### src/rtl/reg_rename_file_pkg.sv
// Shared widths, index/tag/word types and the registered operand packet
// for the rename register file.
package reg_rename_file_pkg;

    localparam int unsigned XLEN      = 32;
    localparam int unsigned ROB_TAG_W = 4;
    localparam int unsigned NREG      = 32;
    localparam int unsigned REG_IDX_W = 5;

    typedef logic [XLEN-1:0]      xword_t;
    typedef logic [ROB_TAG_W-1:0] rob_tag_t;
    typedef logic [REG_IDX_W-1:0] reg_idx_t;

    localparam reg_idx_t ZERO_REG = REG_IDX_W'(0);
    localparam logic     TRUE     = 1'b1;
    localparam logic     FALSE    = 1'b0;

    // Operand packet handed to the reservation station one cycle after issue
    typedef struct packed {
        logic     valid;
        xword_t   data1;
        logic     busy1;
        rob_tag_t tag1;
        xword_t   data2;
        logic     busy2;
        rob_tag_t tag2;
        reg_idx_t rd;
        rob_tag_t tag;
        xword_t   imm;
        xword_t   pc;
    } rs_pkt_t;

endpackage

### src/rtl/reg_rename_file_if.sv
// Decoder / ROB / reservation-station signal bundle around the rename file.
interface reg_rename_file_if;
    import reg_rename_file_pkg::*;

    logic     is_empty_from_dc;
    reg_idx_t rd_from_dc;
    reg_idx_t rs1_from_dc;
    reg_idx_t rs2_from_dc;
    xword_t   imm_from_dc;
    xword_t   pc_from_dc;

    rob_tag_t tag_from_rob;
    logic     is_stall_from_rob;
    logic     is_commit_from_rob;
    reg_idx_t rd_commit_from_rob;
    rob_tag_t tag_commit_from_rob;
    xword_t   data_commit_from_rob;
    logic     is_exception_from_rob;

    logic     is_stall_to_dc;
    logic     is_valid_to_rs;
    xword_t   data1_to_rs;
    logic     busy1_to_rs;
    rob_tag_t tag1_to_rs;
    xword_t   data2_to_rs;
    logic     busy2_to_rs;
    rob_tag_t tag2_to_rs;
    reg_idx_t rd_to_rs;
    rob_tag_t tag_to_rs;
    xword_t   imm_to_rs;
    xword_t   pc_to_rs;

    modport master (
        output is_empty_from_dc, rd_from_dc, rs1_from_dc, rs2_from_dc,
               imm_from_dc, pc_from_dc, tag_from_rob, is_stall_from_rob,
               is_commit_from_rob, rd_commit_from_rob, tag_commit_from_rob,
               data_commit_from_rob, is_exception_from_rob,
        input  is_stall_to_dc, is_valid_to_rs, data1_to_rs, busy1_to_rs,
               tag1_to_rs, data2_to_rs, busy2_to_rs, tag2_to_rs, rd_to_rs,
               tag_to_rs, imm_to_rs, pc_to_rs
    );

    modport slave (
        input  is_empty_from_dc, rd_from_dc, rs1_from_dc, rs2_from_dc,
               imm_from_dc, pc_from_dc, tag_from_rob, is_stall_from_rob,
               is_commit_from_rob, rd_commit_from_rob, tag_commit_from_rob,
               data_commit_from_rob, is_exception_from_rob,
        output is_stall_to_dc, is_valid_to_rs, data1_to_rs, busy1_to_rs,
               tag1_to_rs, data2_to_rs, busy2_to_rs, tag2_to_rs, rd_to_rs,
               tag_to_rs, imm_to_rs, pc_to_rs
    );

endinterface

### src/rtl/reg_rename_file_lookup.sv
// Per-source operand lookup: zero register, same-cycle commit bypass,
// pending producer tag, or architectural value.
module reg_rename_file_lookup
    import reg_rename_file_pkg::*;
(
    input  reg_idx_t src,
    input  xword_t   value,
    input  logic     busy,
    input  rob_tag_t tag,
    input  logic     commit_valid,
    input  rob_tag_t commit_tag,
    input  xword_t   commit_data,
    output xword_t   data,
    output logic     pending,
    output rob_tag_t producer
);

    always_comb begin
        data     = value;
        pending  = busy;
        producer = tag;
        if (src == ZERO_REG) begin
            data     = '0;
            pending  = FALSE;
            producer = '0;
        end else if (busy && commit_valid && (commit_tag == tag)) begin
            // Producer retires this very cycle: forward its value
            data    = commit_data;
            pending = FALSE;
        end
    end

endmodule

### src/rtl/reg_rename_file.sv
// Architectural register file with per-register busy/ROB-tag rename state;
// renames rd at issue, retires at commit, clears renames on exception.
module reg_rename_file
    import reg_rename_file_pkg::*;
(
    input  logic             clk,
    input  logic             rst,
    input  logic             rdy,
    reg_rename_file_if.slave bus
);

    xword_t          value_q [NREG];
    rob_tag_t        tag_q   [NREG];
    logic [NREG-1:0] busy_q;
    rs_pkt_t         pkt_q;

    logic     issue;
    xword_t   src1_data,  src2_data;
    logic     src1_busy,  src2_busy;
    rob_tag_t src1_tag,   src2_tag;

    assign issue = !bus.is_empty_from_dc && !bus.is_stall_from_rob
                   && !bus.is_exception_from_rob;

    assign bus.is_stall_to_dc = bus.is_stall_from_rob | bus.is_exception_from_rob;

    // Lookups see the pre-issue state, so rs==rd reads the older mapping
    reg_rename_file_lookup u_lookup1 (
        .src          (bus.rs1_from_dc),
        .value        (value_q[bus.rs1_from_dc]),
        .busy         (busy_q[bus.rs1_from_dc]),
        .tag          (tag_q[bus.rs1_from_dc]),
        .commit_valid (bus.is_commit_from_rob),
        .commit_tag   (bus.tag_commit_from_rob),
        .commit_data  (bus.data_commit_from_rob),
        .data         (src1_data),
        .pending      (src1_busy),
        .producer     (src1_tag)
    );

    reg_rename_file_lookup u_lookup2 (
        .src          (bus.rs2_from_dc),
        .value        (value_q[bus.rs2_from_dc]),
        .busy         (busy_q[bus.rs2_from_dc]),
        .tag          (tag_q[bus.rs2_from_dc]),
        .commit_valid (bus.is_commit_from_rob),
        .commit_tag   (bus.tag_commit_from_rob),
        .commit_data  (bus.data_commit_from_rob),
        .data         (src2_data),
        .pending      (src2_busy),
        .producer     (src2_tag)
    );

    // Later assignments win: exception clears busy, then rename sets it
    always_ff @(posedge clk) begin
        if (rst) begin
            pkt_q  <= '0;
            busy_q <= '0;
            for (int unsigned i = 0; i < NREG; i++) begin
                value_q[i] <= '0;
                tag_q[i]   <= '0;
            end
        end else if (rdy) begin
            pkt_q.valid <= issue;
            if (issue) begin
                pkt_q.data1 <= src1_data;
                pkt_q.busy1 <= src1_busy;
                pkt_q.tag1  <= src1_tag;
                pkt_q.data2 <= src2_data;
                pkt_q.busy2 <= src2_busy;
                pkt_q.tag2  <= src2_tag;
                pkt_q.rd    <= bus.rd_from_dc;
                pkt_q.tag   <= bus.tag_from_rob;
                pkt_q.imm   <= bus.imm_from_dc;
                pkt_q.pc    <= bus.pc_from_dc;
            end
            if (bus.is_commit_from_rob && (bus.rd_commit_from_rob != ZERO_REG)) begin
                value_q[bus.rd_commit_from_rob] <= bus.data_commit_from_rob;
                if (tag_q[bus.rd_commit_from_rob] == bus.tag_commit_from_rob)
                    busy_q[bus.rd_commit_from_rob] <= FALSE;
            end
            if (bus.is_exception_from_rob)
                busy_q <= '0;
            if (issue && (bus.rd_from_dc != ZERO_REG)) begin
                busy_q[bus.rd_from_dc] <= TRUE;
                tag_q[bus.rd_from_dc]  <= bus.tag_from_rob;
            end
        end
    end

    assign bus.is_valid_to_rs = pkt_q.valid;
    assign bus.data1_to_rs    = pkt_q.data1;
    assign bus.busy1_to_rs    = pkt_q.busy1;
    assign bus.tag1_to_rs     = pkt_q.tag1;
    assign bus.data2_to_rs    = pkt_q.data2;
    assign bus.busy2_to_rs    = pkt_q.busy2;
    assign bus.tag2_to_rs     = pkt_q.tag2;
    assign bus.rd_to_rs       = pkt_q.rd;
    assign bus.tag_to_rs      = pkt_q.tag;
    assign bus.imm_to_rs      = pkt_q.imm;
    assign bus.pc_to_rs       = pkt_q.pc;

endmodule

### src/flat_wrapper.sv
// flat-port wrapper written by rule: the top's interface ports become plain ports
module reg_rename_file_flat import reg_rename_file_pkg::*;
  (clk, rst, rdy, bus_is_empty_from_dc, bus_rd_from_dc, bus_rs1_from_dc, bus_rs2_from_dc, bus_imm_from_dc, bus_pc_from_dc, bus_tag_from_rob, bus_is_stall_from_rob, bus_is_commit_from_rob, bus_rd_commit_from_rob, bus_tag_commit_from_rob, bus_data_commit_from_rob, bus_is_exception_from_rob, bus_is_stall_to_dc, bus_is_valid_to_rs, bus_data1_to_rs, bus_busy1_to_rs, bus_tag1_to_rs, bus_data2_to_rs, bus_busy2_to_rs, bus_tag2_to_rs, bus_rd_to_rs, bus_tag_to_rs, bus_imm_to_rs, bus_pc_to_rs);
  reg_rename_file_if bus_i ();
  input  logic clk;
  input  logic rst;
  input  logic rdy;
  input wire logic [$bits(bus_i.is_empty_from_dc)-1:0] bus_is_empty_from_dc;
  input wire logic [$bits(bus_i.rd_from_dc)-1:0] bus_rd_from_dc;
  input wire logic [$bits(bus_i.rs1_from_dc)-1:0] bus_rs1_from_dc;
  input wire logic [$bits(bus_i.rs2_from_dc)-1:0] bus_rs2_from_dc;
  input wire logic [$bits(bus_i.imm_from_dc)-1:0] bus_imm_from_dc;
  input wire logic [$bits(bus_i.pc_from_dc)-1:0] bus_pc_from_dc;
  input wire logic [$bits(bus_i.tag_from_rob)-1:0] bus_tag_from_rob;
  input wire logic [$bits(bus_i.is_stall_from_rob)-1:0] bus_is_stall_from_rob;
  input wire logic [$bits(bus_i.is_commit_from_rob)-1:0] bus_is_commit_from_rob;
  input wire logic [$bits(bus_i.rd_commit_from_rob)-1:0] bus_rd_commit_from_rob;
  input wire logic [$bits(bus_i.tag_commit_from_rob)-1:0] bus_tag_commit_from_rob;
  input wire logic [$bits(bus_i.data_commit_from_rob)-1:0] bus_data_commit_from_rob;
  input wire logic [$bits(bus_i.is_exception_from_rob)-1:0] bus_is_exception_from_rob;
  output wire logic [$bits(bus_i.is_stall_to_dc)-1:0] bus_is_stall_to_dc;
  output wire logic [$bits(bus_i.is_valid_to_rs)-1:0] bus_is_valid_to_rs;
  output wire logic [$bits(bus_i.data1_to_rs)-1:0] bus_data1_to_rs;
  output wire logic [$bits(bus_i.busy1_to_rs)-1:0] bus_busy1_to_rs;
  output wire logic [$bits(bus_i.tag1_to_rs)-1:0] bus_tag1_to_rs;
  output wire logic [$bits(bus_i.data2_to_rs)-1:0] bus_data2_to_rs;
  output wire logic [$bits(bus_i.busy2_to_rs)-1:0] bus_busy2_to_rs;
  output wire logic [$bits(bus_i.tag2_to_rs)-1:0] bus_tag2_to_rs;
  output wire logic [$bits(bus_i.rd_to_rs)-1:0] bus_rd_to_rs;
  output wire logic [$bits(bus_i.tag_to_rs)-1:0] bus_tag_to_rs;
  output wire logic [$bits(bus_i.imm_to_rs)-1:0] bus_imm_to_rs;
  output wire logic [$bits(bus_i.pc_to_rs)-1:0] bus_pc_to_rs;
  assign bus_i.is_empty_from_dc = bus_is_empty_from_dc;
  assign bus_i.rd_from_dc = bus_rd_from_dc;
  assign bus_i.rs1_from_dc = bus_rs1_from_dc;
  assign bus_i.rs2_from_dc = bus_rs2_from_dc;
  assign bus_i.imm_from_dc = bus_imm_from_dc;
  assign bus_i.pc_from_dc = bus_pc_from_dc;
  assign bus_i.tag_from_rob = bus_tag_from_rob;
  assign bus_i.is_stall_from_rob = bus_is_stall_from_rob;
  assign bus_i.is_commit_from_rob = bus_is_commit_from_rob;
  assign bus_i.rd_commit_from_rob = bus_rd_commit_from_rob;
  assign bus_i.tag_commit_from_rob = bus_tag_commit_from_rob;
  assign bus_i.data_commit_from_rob = bus_data_commit_from_rob;
  assign bus_i.is_exception_from_rob = bus_is_exception_from_rob;
  assign bus_is_stall_to_dc = bus_i.is_stall_to_dc;
  assign bus_is_valid_to_rs = bus_i.is_valid_to_rs;
  assign bus_data1_to_rs = bus_i.data1_to_rs;
  assign bus_busy1_to_rs = bus_i.busy1_to_rs;
  assign bus_tag1_to_rs = bus_i.tag1_to_rs;
  assign bus_data2_to_rs = bus_i.data2_to_rs;
  assign bus_busy2_to_rs = bus_i.busy2_to_rs;
  assign bus_tag2_to_rs = bus_i.tag2_to_rs;
  assign bus_rd_to_rs = bus_i.rd_to_rs;
  assign bus_tag_to_rs = bus_i.tag_to_rs;
  assign bus_imm_to_rs = bus_i.imm_to_rs;
  assign bus_pc_to_rs = bus_i.pc_to_rs;
  reg_rename_file u_core (.clk(clk), .rst(rst), .rdy(rdy), .bus(bus_i));
endmodule
### config.mk
export PLATFORM = sky130hd
export DESIGN_NAME = reg_rename_file_flat
export DESIGN_NICKNAME = d
export VERILOG_FILES = /design/src/rtl/reg_rename_file_pkg.sv /design/src/rtl/reg_rename_file_if.sv /design/src/rtl/reg_rename_file_lookup.sv /design/src/rtl/reg_rename_file.sv /design/src/flat_wrapper.sv
export SDC_FILE = /design/constraint.sdc
export NUM_CORES = 2
export LEC_CHECK = 0
export CORE_UTILIZATION = 45
export DETAILED_ROUTE_END_ITERATION = 10
export GPL_ROUTABILITY_DRIVEN = 0
export PLACE_DENSITY = 0.66
export SLEW_MARGIN = 15
export SYNTH_ARGS = -nofsm -noshare
export SYNTH_HDL_FRONTEND = slang
export SYNTH_SLANG_ARGS = --single-unit
export TNS_END_PERCENT = 1
### constraint.sdc
create_clock -name clk -period 3.9 [get_ports clk]
set_input_delay 0.78 -clock clk [delete_from_list [all_inputs] [get_ports clk]]
set_output_delay 0.78 -clock clk [all_outputs]
set_load 0.02 [all_outputs]
==> impl_metrics.env <==
export IMPL_p_leak_nw=27.7
export IMPL_hold_viol=0
export IMPL_wirelength_mm=243
export IMPL_drc=0
export IMPL_ys_ff_latch=1332
export IMPL_busiest_layer="met2"
export IMPL_syn_area_per_cell_um2=14.7
export IMPL_cp_end_kind="register"
export IMPL_crit_slowest_cell="mux4_2"
export IMPL_met1_usage=0.408
export IMPL_slew_violations=0
export IMPL_synthMuxAreaShare=0.252
export IMPL_avgViaCountPerCell=6.54
export IMPL_synth_simple_area_share=0.138
export IMPL_layout_min_cycle_time_ns=3.36
export IMPL_relSlewSlack=0.243
export IMPL_worstMarginPinSlew_ns=1.14
export IMPL_area_growth_pct=16.4
export IMPL_max_vdd_ir_drop_v=0.000473
export IMPL_post_cts_buffers=0
export IMPL_path_cells="mux4_2 -> mux2_2 -> a221o_1 -> a222oi_1 -> buf_4 -> xor2_1 -> nand4_2 -> nor3b_4 -> a311oi_1"
export IMPL_post_cts_resized=0
export IMPL_dieArea_um2=158000
export IMPL_crit_required_ns=4.51
export IMPL_ys_seq_area_frac=0.542
export IMPL_synth_cell_types=77
export IMPL_yosysWarnings=0
export IMPL_cts_tree="done"
export IMPL_synth_edff_count=1152
export IMPL_antenna_found_initial=25
export IMPL_num_vias=47125
export IMPL_grt_max_degree=143
export IMPL_grt_usage=0.307
export IMPL_insertion_delay_ns=0.80
export IMPL_port_buffers=279
export IMPL_use_met3=0.0901
export IMPL_die_h_um=398
export IMPL_drv_cap=0
export IMPL_critPathKind="register to register"
export IMPL_synth_top_family_by_area="multiplexers"
export IMPL_fmax_mhz=298
export IMPL_die_x_um=398
export IMPL_clk_pin_slew_ns=0.06
export IMPL_setup_ws_ns=0.544
export IMPL_crit_path_max_fanout=8
export IMPL_power_density_nw_per_um2=428
export IMPL_grt_pass1_vias=46617
export IMPL_place_ws_ns=0.0419
export IMPL_first_pass_iters=8
export IMPL_core_area_um2=155000
export IMPL_synth_compound_area_frac=0.0379
export IMPL_cts_sinks=1332
export IMPL_grtUsageMet2=0.471
export IMPL_drive_above_1_share=0.265
export IMPL_cts_buffers=147
export IMPL_synthAdderAreaFrac=0
export IMPL_fin_nets=5161
export IMPL_initial_core_util=0.455
export IMPL_setup_viol=0
export IMPL_fp_row_count=144
export IMPL_timing_hold_ws_ns=0.439
export IMPL_cp_top_family="compound AO/OA/AOI/OAI gates"
export IMPL_tns_ns=0
export IMPL_crit_path_start_kind="register"
export IMPL_hp_class="input pin to register"
export IMPL_yosys_most_used_dff="edfxtp_1"
export IMPL_crit_arrival_ns=3.97
export IMPL_rsz0062_at_grt="false"
export IMPL_status="complete, no violations"
export IMPL_num_io_pins=280
export IMPL_cts_root_buf="clkbuf_16"
export IMPL_cp_buffers_inverters=1
export IMPL_async_flop_share=0
export IMPL_finalCritPeriodShare=0.860
export IMPL_synth_xor_area_share=0.000995
export IMPL_dr_first_iter_drc_count=6781
export IMPL_finClkSkew_ns=0.0366
export IMPL_grt_overflow=0
export IMPL_routedWlPerCell_um=33.8
export IMPL_htreeDepth=4
export IMPL_syn_area_um2=70400
export IMPL_netlist_instances=4787
export IMPL_critical_path_max_stage_delay_ns=0.51
export IMPL_place_hpwl_mm=152
export IMPL_clockBufferDepth=3
export IMPL_ant_nets=0
export IMPL_grt_pass1_wl_mm=344
export IMPL_ctsHoldBuffers=0
## cells by family after synthesis
family,Yosys count
AND/OR/NAND/NOR,1689
flip-flops,1332
multiplexers,856
buffers and inverters,499
AO/OA/AOI/OAI,402
XOR/XNOR,8
other,1
## Yosys cell counts (16+ instances only)
| library cell | n | share of area |
|---|---|---|
| a22oi_1 | 19 | 0.0020 |
| dfxtp_1 | 180 | 0.051 |
| nand2_1 | 240 | 0.013 |
| and2_1 | 1120 | 0.099 |
| clkbuf_1 | 399 | 0.021 |
| nor2_1 | 103 | 0.0055 |
| o21ai_0 | 49 | 0.0035 |
| mux2_2 | 38 | 0.0061 |
| o221ai_1 | 20 | 0.0025 |
| nor2b_1 | 17 | 0.0015 |
| mux4_2 | 707 | 0.23 |
| a32o_1 | 33 | 0.0047 |
| nor3_1 | 37 | 0.0026 |
| o31ai_1 | 32 | 0.0034 |
| a21oi_1 | 149 | 0.011 |
| nand2b_1 | 16 | 0.0014 |
| or3_1 | 27 | 0.0024 |
| edfxtp_1 | 1152 | 0.49 |
| buf_1 | 48 | 0.0026 |
| mux2i_1 | 93 | 0.013 |
| or2_2 | 67 | 0.0060 |
| mux4_1 | 18 | 0.0067 |
| buf_2 | 29 | 0.0021 |
| nand3_1 | 22 | 0.0016 |
## flip-flops by register name, indices dropped and copies added (netlist names), 5 cells and up
signal	count
u_core.value_q	1024
u_core.busy_q	32
u_core.bus.rd_to_rs	5
u_core.bus.data2_to_rs	32
u_core.bus.pc_to_rs	32
u_core.tag_q	128
u_core.bus.imm_to_rs	32
u_core.bus.data1_to_rs	32
## power breakdown
part	switching (W)	total, W	internal, W	leakage, nW
Combinational	0.00236	0.00436	0.00200	13.0
Clock	0.00593	0.0141	0.00820	2.36
Sequential	0.000404	0.0166	0.0162	12.4
## path summary, 6_finish.rpt
check | from | cells past startpoint | slack (ns) | end
max | u_core.tag_q[27][1]$_SDFFCE_PN0P_ | 9 | 0.54 | u_core.busy_q[18]$_SDFFE_PP0P_
min | rst | 2 | 0.44 | u_core.bus.tag1_to_rs[0]$_SDFFE_PP0P_
max reg2reg | u_core.tag_q[27][1]$_SDFFCE_PN0P_ | 9 | 0.54 | u_core.busy_q[18]$_SDFFE_PP0P_
min reg2reg | u_core.bus.pc_to_rs[29]$_SDFFE_PP0P_ | 2 | 0.45 | u_core.bus.pc_to_rs[29]$_SDFFE_PP0P_
## routing by layer
metal  wire, um  part of all wire
met1      88700              0.36
met2     112000              0.46
met3      31300              0.13
met4      11600             0.048
met5         80           0.00033
## stage by stage
step	cell area [um2]	cells	utilization	power [W]
3_3_place_gp	77100	6925	0.498	0.0210
5_1_grt	81900	7196	0.530	0.0359
2_1_floorplan	70600	4822	-	0.0193
6_report	82000	7201	0.530	0.0350
3_5_place_dp	77100	6925	0.498	0.0211
4_1_cts	81900	7192	0.529	0.0351
## layout by cell type, fill, tap and decap left out, types with 23 or more instances in the layout
cell type        instances
buf_4                  207
mux2_2                  38
mux2i_1                 93
clkdlybuf4s50_1        268
and2_1                1120
conb_1                  36
nor3_1                  33
a32o_1                  33
nor2_1                  75
clkbuf_1                35
dfxtp_1                180
clkbuf_16              152
a21oi_1                149
o31ai_1                 32
edfxtp_1              1152
mux4_2                 707
nand2_1                239
buf_12                  67
or2_2                   67
o21ai_0                 49
clkinv_1                23
nor2_4                  27
or3_1                   27
## final cells by class
cell class | instances | area [um2]
fillers | 12440 | 72800
flip-flops and latches | 1332 | 38200
multi-input cells | 2991 | 30600
repair buffers | 552 | 5690
clock buffers | 203 | 4160
well taps | 2044 | 2560
clock inverters | 64 | 674
inverters | 6 | 32.5
diodes | 9 | 22.5
No activity file was read; power rests on OpenSTA's default activity.
